## src/rtl/led_colour_driver_if.sv

```systemverilog
// Colour-code link between the colour sequencer and the LED PWM driver.
// master: drives colour, observes the three LED lines and busy.
// slave : consumes colour, drives led_r/led_g/led_b and busy.
interface led_colour_driver_if;
    logic [2:0] colour;   // bit2=R, bit1=G, bit0=B
    logic       led_r;
    logic       led_g;
    logic       led_b;
    logic       busy;     // some channel is still fading towards its target

    modport master (
        output colour,
        input  led_r,
        input  led_g,
        input  led_b,
        input  busy
    );

    modport slave (
        input  colour,
        output led_r,
        output led_g,
        output led_b,
        output busy
    );
endinterface

```

## src/rtl/led_colour_driver.sv

```systemverilog
// Decodes a 3-bit colour code into R/G/B PWM channels that fade linearly to each new target.
// Latency: colour -> colour_q 1 cycle; duty moves by FADE_STEP per prescaler tick; led is registered.
// Backpressure: none; colour is sampled every cycle and busy only reports fades in progress.
// Ports: clk, rst (async, active-high), bus (slave modport: colour in; led_r/led_g/led_b/busy out).
module led_colour_driver #(
    parameter int PWM_BITS  = 8,
    parameter int PRESCALE  = 4,
    parameter int FADE_STEP = 16,
    parameter int MAX_DUTY  = 255
) (
    input  logic               clk,
    input  logic               rst,
    led_colour_driver_if.slave bus
);
    // A one-bit prescaler still works for PRESCALE=1: it sits at 0 and ticks every cycle.
    localparam int PS_W = (PRESCALE > 1) ? $clog2(PRESCALE) : 1;
    // One extra bit so duty+FADE_STEP and target+FADE_STEP cannot overflow.
    localparam int AW   = PWM_BITS + 1;

    localparam logic [PS_W-1:0]     PS_LAST  = PS_W'(PRESCALE - 1);
    localparam logic [AW-1:0]       STEP_W   = AW'(FADE_STEP);
    localparam logic [PWM_BITS-1:0] DUTY_ON  = PWM_BITS'(MAX_DUTY);
    localparam logic [PWM_BITS-1:0] CNT_ONE  = PWM_BITS'(1);
    localparam logic [PS_W-1:0]     PS_ONE   = PS_W'(1);

    // Channel index matches the colour bit: 2=R, 1=G, 0=B.
    logic [2:0]                colour_q;
    logic [PS_W-1:0]           prescaler;
    logic                      tick;
    logic [PWM_BITS-1:0]       pwm_cnt;
    logic [2:0][PWM_BITS-1:0]  duty;
    logic [2:0][PWM_BITS-1:0]  duty_nxt;
    logic [2:0][PWM_BITS-1:0]  target;
    logic [2:0]                led_q;

    assign tick = (prescaler == PS_LAST);

    always_comb begin
        target = '0;
        for (int i = 0; i < 3; i++) begin
            target[i] = colour_q[i] ? DUTY_ON : '0;
        end
    end

    // Step each channel towards its target, clamping on the target so a
    // ramp never overshoots; a retarget mid-fade simply continues from the
    // present duty.
    always_comb begin
        logic [AW-1:0] d_w;
        logic [AW-1:0] t_w;
        d_w      = '0;
        t_w      = '0;
        duty_nxt = duty;
        for (int i = 0; i < 3; i++) begin
            d_w = {1'b0, duty[i]};
            t_w = {1'b0, target[i]};
            if (tick) begin
                if (d_w < t_w) begin
                    duty_nxt[i] = ((d_w + STEP_W) >= t_w) ? target[i]
                                                          : PWM_BITS'(d_w + STEP_W);
                end else if (d_w > t_w) begin
                    duty_nxt[i] = (d_w <= (t_w + STEP_W)) ? target[i]
                                                          : PWM_BITS'(d_w - STEP_W);
                end
            end
        end
    end

    always_ff @(posedge clk or posedge rst) begin
        if (rst) begin
            colour_q  <= '0;
            prescaler <= '0;
            pwm_cnt   <= '0;
            duty      <= '0;
            led_q     <= '0;
        end else begin
            colour_q  <= bus.colour;
            prescaler <= tick ? '0 : (prescaler + PS_ONE);
            pwm_cnt   <= pwm_cnt + CNT_ONE;
            duty      <= duty_nxt;
            for (int i = 0; i < 3; i++) begin
                led_q[i] <= (pwm_cnt < duty[i]);
            end
        end
    end

    assign bus.led_r = led_q[2];
    assign bus.led_g = led_q[1];
    assign bus.led_b = led_q[0];

    // Registers are already cleared by rst, but gate anyway so busy is
    // guaranteed low for the whole time rst is held.
    assign bus.busy  = ~rst & (duty != target);
endmodule

```

## src/flat_wrapper.sv

```systemverilog
// flat-port wrapper written by rule: the top's interface ports become plain ports
module led_colour_driver_flat 
#(
    parameter int PWM_BITS  = 8,
    parameter int PRESCALE  = 4,
    parameter int FADE_STEP = 16,
    parameter int MAX_DUTY  = 255
)
  (clk, rst, bus_colour, bus_led_r, bus_led_g, bus_led_b, bus_busy);
  led_colour_driver_if bus_i ();
  input  logic clk;
  input  logic rst;
  input wire logic [$bits(bus_i.colour)-1:0] bus_colour;
  output wire logic [$bits(bus_i.led_r)-1:0] bus_led_r;
  output wire logic [$bits(bus_i.led_g)-1:0] bus_led_g;
  output wire logic [$bits(bus_i.led_b)-1:0] bus_led_b;
  output wire logic [$bits(bus_i.busy)-1:0] bus_busy;
  assign bus_i.colour = bus_colour;
  assign bus_led_r = bus_i.led_r;
  assign bus_led_g = bus_i.led_g;
  assign bus_led_b = bus_i.led_b;
  assign bus_busy = bus_i.busy;
  led_colour_driver #(.PWM_BITS(PWM_BITS), .PRESCALE(PRESCALE), .FADE_STEP(FADE_STEP), .MAX_DUTY(MAX_DUTY)) u_core (.clk(clk), .rst(rst), .bus(bus_i));
endmodule
```

## config.mk

```make
export PLATFORM = sky130hd
export DESIGN_NAME = led_colour_driver_flat
export DESIGN_NICKNAME = d
export VERILOG_FILES = /design/src/rtl/led_colour_driver_if.sv /design/src/rtl/led_colour_driver.sv /design/src/flat_wrapper.sv
export SDC_FILE = /design/constraint.sdc
export NUM_CORES = 1
export LEC_CHECK = 0
export CORE_MARGIN = 2
export CORE_UTILIZATION = 63
export CTS_CLUSTER_DIAMETER = 200
export DETAILED_ROUTE_END_ITERATION = 12
export PLACE_DENSITY = 0.86
export SLEW_MARGIN = 20
export SYNTH_ARGS = -nofsm -noshare
export SYNTH_HDL_FRONTEND = slang
export SYNTH_SLANG_ARGS = --single-unit
```

## constraint.sdc

```tcl
create_clock -name clk -period 3.3 [get_ports clk]
set_input_delay 0.495 -clock clk [delete_from_list [all_inputs] [get_ports clk]]
set_output_delay 0.495 -clock clk [all_outputs]
set_load 0.05 [all_outputs]
```

* Yosys cells after proc, flatten, opt, wreduce, memory -nomap -nowiden
Index checks and enable logic that the tools add are counted.
** Storage, ports and cells
- Register bits after elaboration :: 40
- Input bits :: 5
- Output and inout bits :: 4
- Logic and storage cells :: 59
** Cells by class
- Add/subtract/negate cells :: 11
- $lt $le $gt $ge :: 15
- Equality and inequality tests :: 2
- Mux-type cells :: 16
- Bitwise gates (word level) :: 2
- Reductions and logical operators :: 6
** Operators by type and width (count)
- 8-bit two-way mux :: 15
- 8-bit by 5-bit adder with 9-bit output (second input constant) :: 6
- 8-bit less-than comparator :: 6
- 9-bit by 8-bit greater-or-equal comparator with 1-bit output :: 3
- 8-bit by 9-bit less-or-equal comparator with 1-bit output :: 3
- 8-bit greater-than comparator :: 3
- 24-bit inequality test :: 1
- 8-bit by 5-bit subtractor with 8-bit output (second input constant) :: 3
- 8-bit by 1-bit adder with 8-bit output (second input constant) :: 1
- 2-bit AND reduction :: 3
- 2-bit nonzero test :: 3
- 2-bit by 1-bit adder with 2-bit output (second input constant) :: 1
- 2-bit equality test (second input constant) :: 1
- 2-bit two-way mux :: 1
- 1-bit AND :: 1
- 1-bit NOT :: 1

* Longest topological paths before layout
- Depth after elaboration :: 6
- Mapped depth :: 11
- Mapped depth without buffers :: 10

* Least setup slack after synthesis
Ideal clock, no wire load.
- Path type :: reg-to-output
- From :: register u_core.colour_q[2]
- To :: output bus_busy
- Arrival time :: 2.017 ns
- Required time :: 2.805 ns
- Path slack :: 0.788 ns
- Cell stages (with the launch flop) :: 7
- Buffers on the path :: 0
- Cell sequence :: dfrtp_1 > inv_1 > ha_1 > and4bb_1 > nand2_1 > nor3_1 > nor2_1
** On the way
- Longest elaborated chain between the ends :: 3
** Ends and longest elaborated chain
- start: declaration :: RTL line led_colour_driver.sv:27 : logic [2:0] colour_q;
- start signal: assignment :: RTL line led_colour_driver.sv:77 : colour_q <= bus.colour;
- 8-bit two-way mux :: RTL line led_colour_driver.sv:41 : target[i] = colour_q[i] ? DUTY_ON : '0;
- 24-bit inequality test :: RTL line led_colour_driver.sv:93 : assign bus.busy = ~rst & (duty != target);
- 1-bit AND :: RTL line led_colour_driver.sv:93
- end: declaration :: RTL line flat_wrapper.sv:17 : output wire logic [$bits(bus_i.busy)-1:0] bus_busy;
No other way between the ends.

* Final worst setup path
- From :: register u_core.colour_q[1]
- To :: output bus_busy
Same word-level chain as after synthesis.

==> impl_metrics.yaml <==
final_layout:
  utilization_pct: 70.80
  drive_gt1_share_pct: 7.289
  nets: 418
  num_antenna_cells: 0
  syn2layout_area_growth_pct: 8.500
  design_area_sq_um: 3322
power:
  powerDensity_nw_per_um2: 862.1
  p_clk_share_pct: 10.7
  total_power_mw: 2.864
  p_sw_share_pct: 49.79
  switchingPower_mw: 1.426
  power.internal_mw: 1.438
  vdd_drop_max_mv: 0.4993
  seqPwrFrac_pct: 23.4
  pwr-share-comb_pct: 65.9
  power_leakage_nw: 1.575
placed_design:
  place_congestion: 0.9348
  place_hpwl_microns: 4867
  io_buffers: 8
  dpl_cell_area_sq_um: 3216
synthesis:
  synthCells: 325
  yosysSeqAreaShare_pct: 25.34
  synth_flop_cell: "dfrtp_1"
  synth_edf_count: 0
  synth_fp_nets: 401
  syn_area_sq_um: 3062
  yosys_warnings: 0
  ys_types: 57
  ys_async_sr_fraction_pct: 100.0
  ys_ff_latch: 31
  avgSynthCellArea_sq_um: 9.421
status:
  status: "complete, no violations"
clock_network:
  clock_latency_ns: 0.30
  root_buffer: "clkbuf_8"
  cts_made_buffers: 5
  h-tree-depth: 2
  cts.sinks: 31
  ctsHoldBuffers: 0
  cts_tree: "done"
  cts.clk_slew.worst_paths_ns: 0.07
  clockBufferDepth: 2
timing:
  drv_slew: 0
  skew_ns: 0.003122
  finalCritPeriodShare_pct: 95.50
  maxSlewHeadroom_pct: 52.01
  setup_violations: 0
  fmax_ghz: 0.3173
  hold_viol_final: 0
  period_needed_ns: 3.152
  worst_pin_slew_ns: 0.7144
worst_hold_path:
  min_path_type: "reg2reg"
global_route:
  overflow: 0
  grt_pass1_vias: 2413
  antenna_found_initial: 0
  grt_max_degree: 22
  gr-usage-all-layers_pct: 26.06
  grt_pass1_wl_microns: 10940
worst_setup_path:
  path_class: "reg2out"
  cp.required_ns: 2.80
  crit_path_start_kind: "flop"
  cp-end-kind: "primary output"
  max_stage_delay_ns: 0.57
  crit_family: "buffers and inverters"
  crit_chain: "clkinvlp_4 -> ha_1 -> and3b_1 -> nand3b_1 -> nor3_1 -> nor2_1 -> dlygate4sd2_1"
  r2r_setup_slack_ns: 0.31
  cp_num_buf_inv: 2
  cp.arrival_ns: 2.66
  worstPathMaxFanout: 11
  crit_slowest_cell: "dfrtp_1"
detailed_routing:
  ant_nets: 0
  first_pass_iters: 4
  wl_per_cell_microns: 16.53
  totalWireLength_microns: 6561
  vias: 2516
  drcViolationCount: 0
  first_iter_violations: 203
  avgViaCountPerCell: 6.338
floorplanning:
  die_x_microns: 73.71
  core_area_sq_um: 4692
  die_area_sq_um: 5433
  fp.dieH_microns: 73.71
  rows: 25
  start_util_pct: 65.25
  io_pins: 9
run:
  max_cap_viol_count: 0
[synthesized netlist by cell type, drive strengths merged (2+ instances only)]
library cell   n  share of area [%]
dfrtp         31                 25
mux2i          6                2.0
o41ai          3               0.86
buf            2               0.53
nor2          15                1.8
xor2           3               0.86
nand3          8                1.3
a221oi         3                1.3
a211oi         3               0.74
nor3          12                2.0
o32ai          2               0.57
nor3b          2               0.49
o21ai         20                3.3
a311o          2               0.65
ha            71                 29
nand2b         2               0.41
a21boi         3               0.74
nand4          2               0.41
clkbuf         2               0.25
xnor2         11                3.1
a211o          3               0.86
a31oi          6                1.2
o21bai         3               0.86
nor4           2               0.41
nand2         21                2.6
nor4b          2               0.57
and3           3               0.61
or2            4               0.82
a21oi         13                2.1
a221o          3               0.98
o211ai         5                1.2
a21o           2               0.49
o31ai          5                1.7
o21a           8                2.0
inv           26                3.2
[flip-flops by register name, summed over array words and instances (netlist names)]
name and cells:
u_core.led_q 3, u_core.duty 15, u_core.pwm_cnt 8, u_core.prescaler 2, u_core.colour_q 3
[layer usage]
layer / GRT usage (%) / up-vias / routed length (microns)
met5: 0 / - / 0
met4: 10.91 / 0 / 140
met1: 33.96 / 1195 / 3021
li1: - / 1244 / -
met2: 42.46 / 65 / 3149
met3: 4.527 / 12 / 250
[cell type report]
type                            count  area (sq um)
Multi-Input combinational cell    264          2165
Fill cell                         344          1370
Sequential cell                    31         775.7
Timing Repair Buffer               14         123.9
Inverter                           26         101.3
Clock buffer                        5         68.82
Tap cell                           54         67.56
Clock inverter                      3         20.02
[cell usage in the layout (no fill, tap or decap), types with 4 or more instances in the layout]
master,instances
a21oi_1,13
a31oi_1,6
buf_4,6
nor3_1,12
o211ai_1,5
inv_1,25
clkdlybuf4s50_1,7
nand3_1,8
clkbuf_8,5
nand2_1,21
o21ai_1,6
o31ai_1,4
nor2_1,15
xnor2_1,11
ha_1,71
o21ai_0,14
dfrtp_1,31
mux2i_1,6
o21a_1,8
[repair_timing]
action	in CTS	in global routing
setup buffers	0	2
resized for setup	2	0
pin swaps	0	0
endpoints found under the setup margin	1	1
[path summary, 6_finish.rpt]
check | start | end | cells after the start
setup reg to reg | u_core.colour_q[1] | u_core.duty[12] | 7
min in group asynchronous | rst | u_core.duty[2] | 2
hold reg to reg | u_core.prescaler[0] | u_core.prescaler[0] | 1
max in group asynchronous | rst | u_core.colour_q[2] | 3
setup / recovery | u_core.colour_q[1] | bus_busy | 7
hold / removal | u_core.prescaler[0] | u_core.prescaler[0] | 1
[cells by family after synthesis]
kind of cell,count (synthesis),share of synthesized area [%]
and+or+nand+nor,81,13.81
AOI/OAI and AO/OA,91,21.54
xor gates and xnor gates,14,4.005
muxes,7,2.329
buffers and inverters,30,3.964
adders and majority gates,71,29.02
DFF,31,25.34
[stage by stage]
stage	setup TNS [ns]	hold slack, ns	setup slack [ns]	cells
6_report	0	0.4463	0.1484	397
5_1_grt	-0.02280	0.4698	-0.02280	397
4_1_cts	0	0.4474	0.1716	395
3_5_place_dp	0	0.4386	0.3017	387
3_3_place_gp	0	0.4167	0.3475	387
2_1_floorplan	0	0.4031	0.7882	325
[power groups by stage]
stage          Combinational, mW  Sequential, mW  Clock (mW)
2_1_floorplan               1.44           0.658           0
3_3_place_gp                1.77           0.668           0
3_5_place_dp                1.82           0.673           0
4_1_cts                     1.85           0.667       0.311
5_1_grt                     2.10           0.694       0.324
6_report                    1.89           0.672       0.306
No activity file was read; power rests on OpenSTA's default activity.
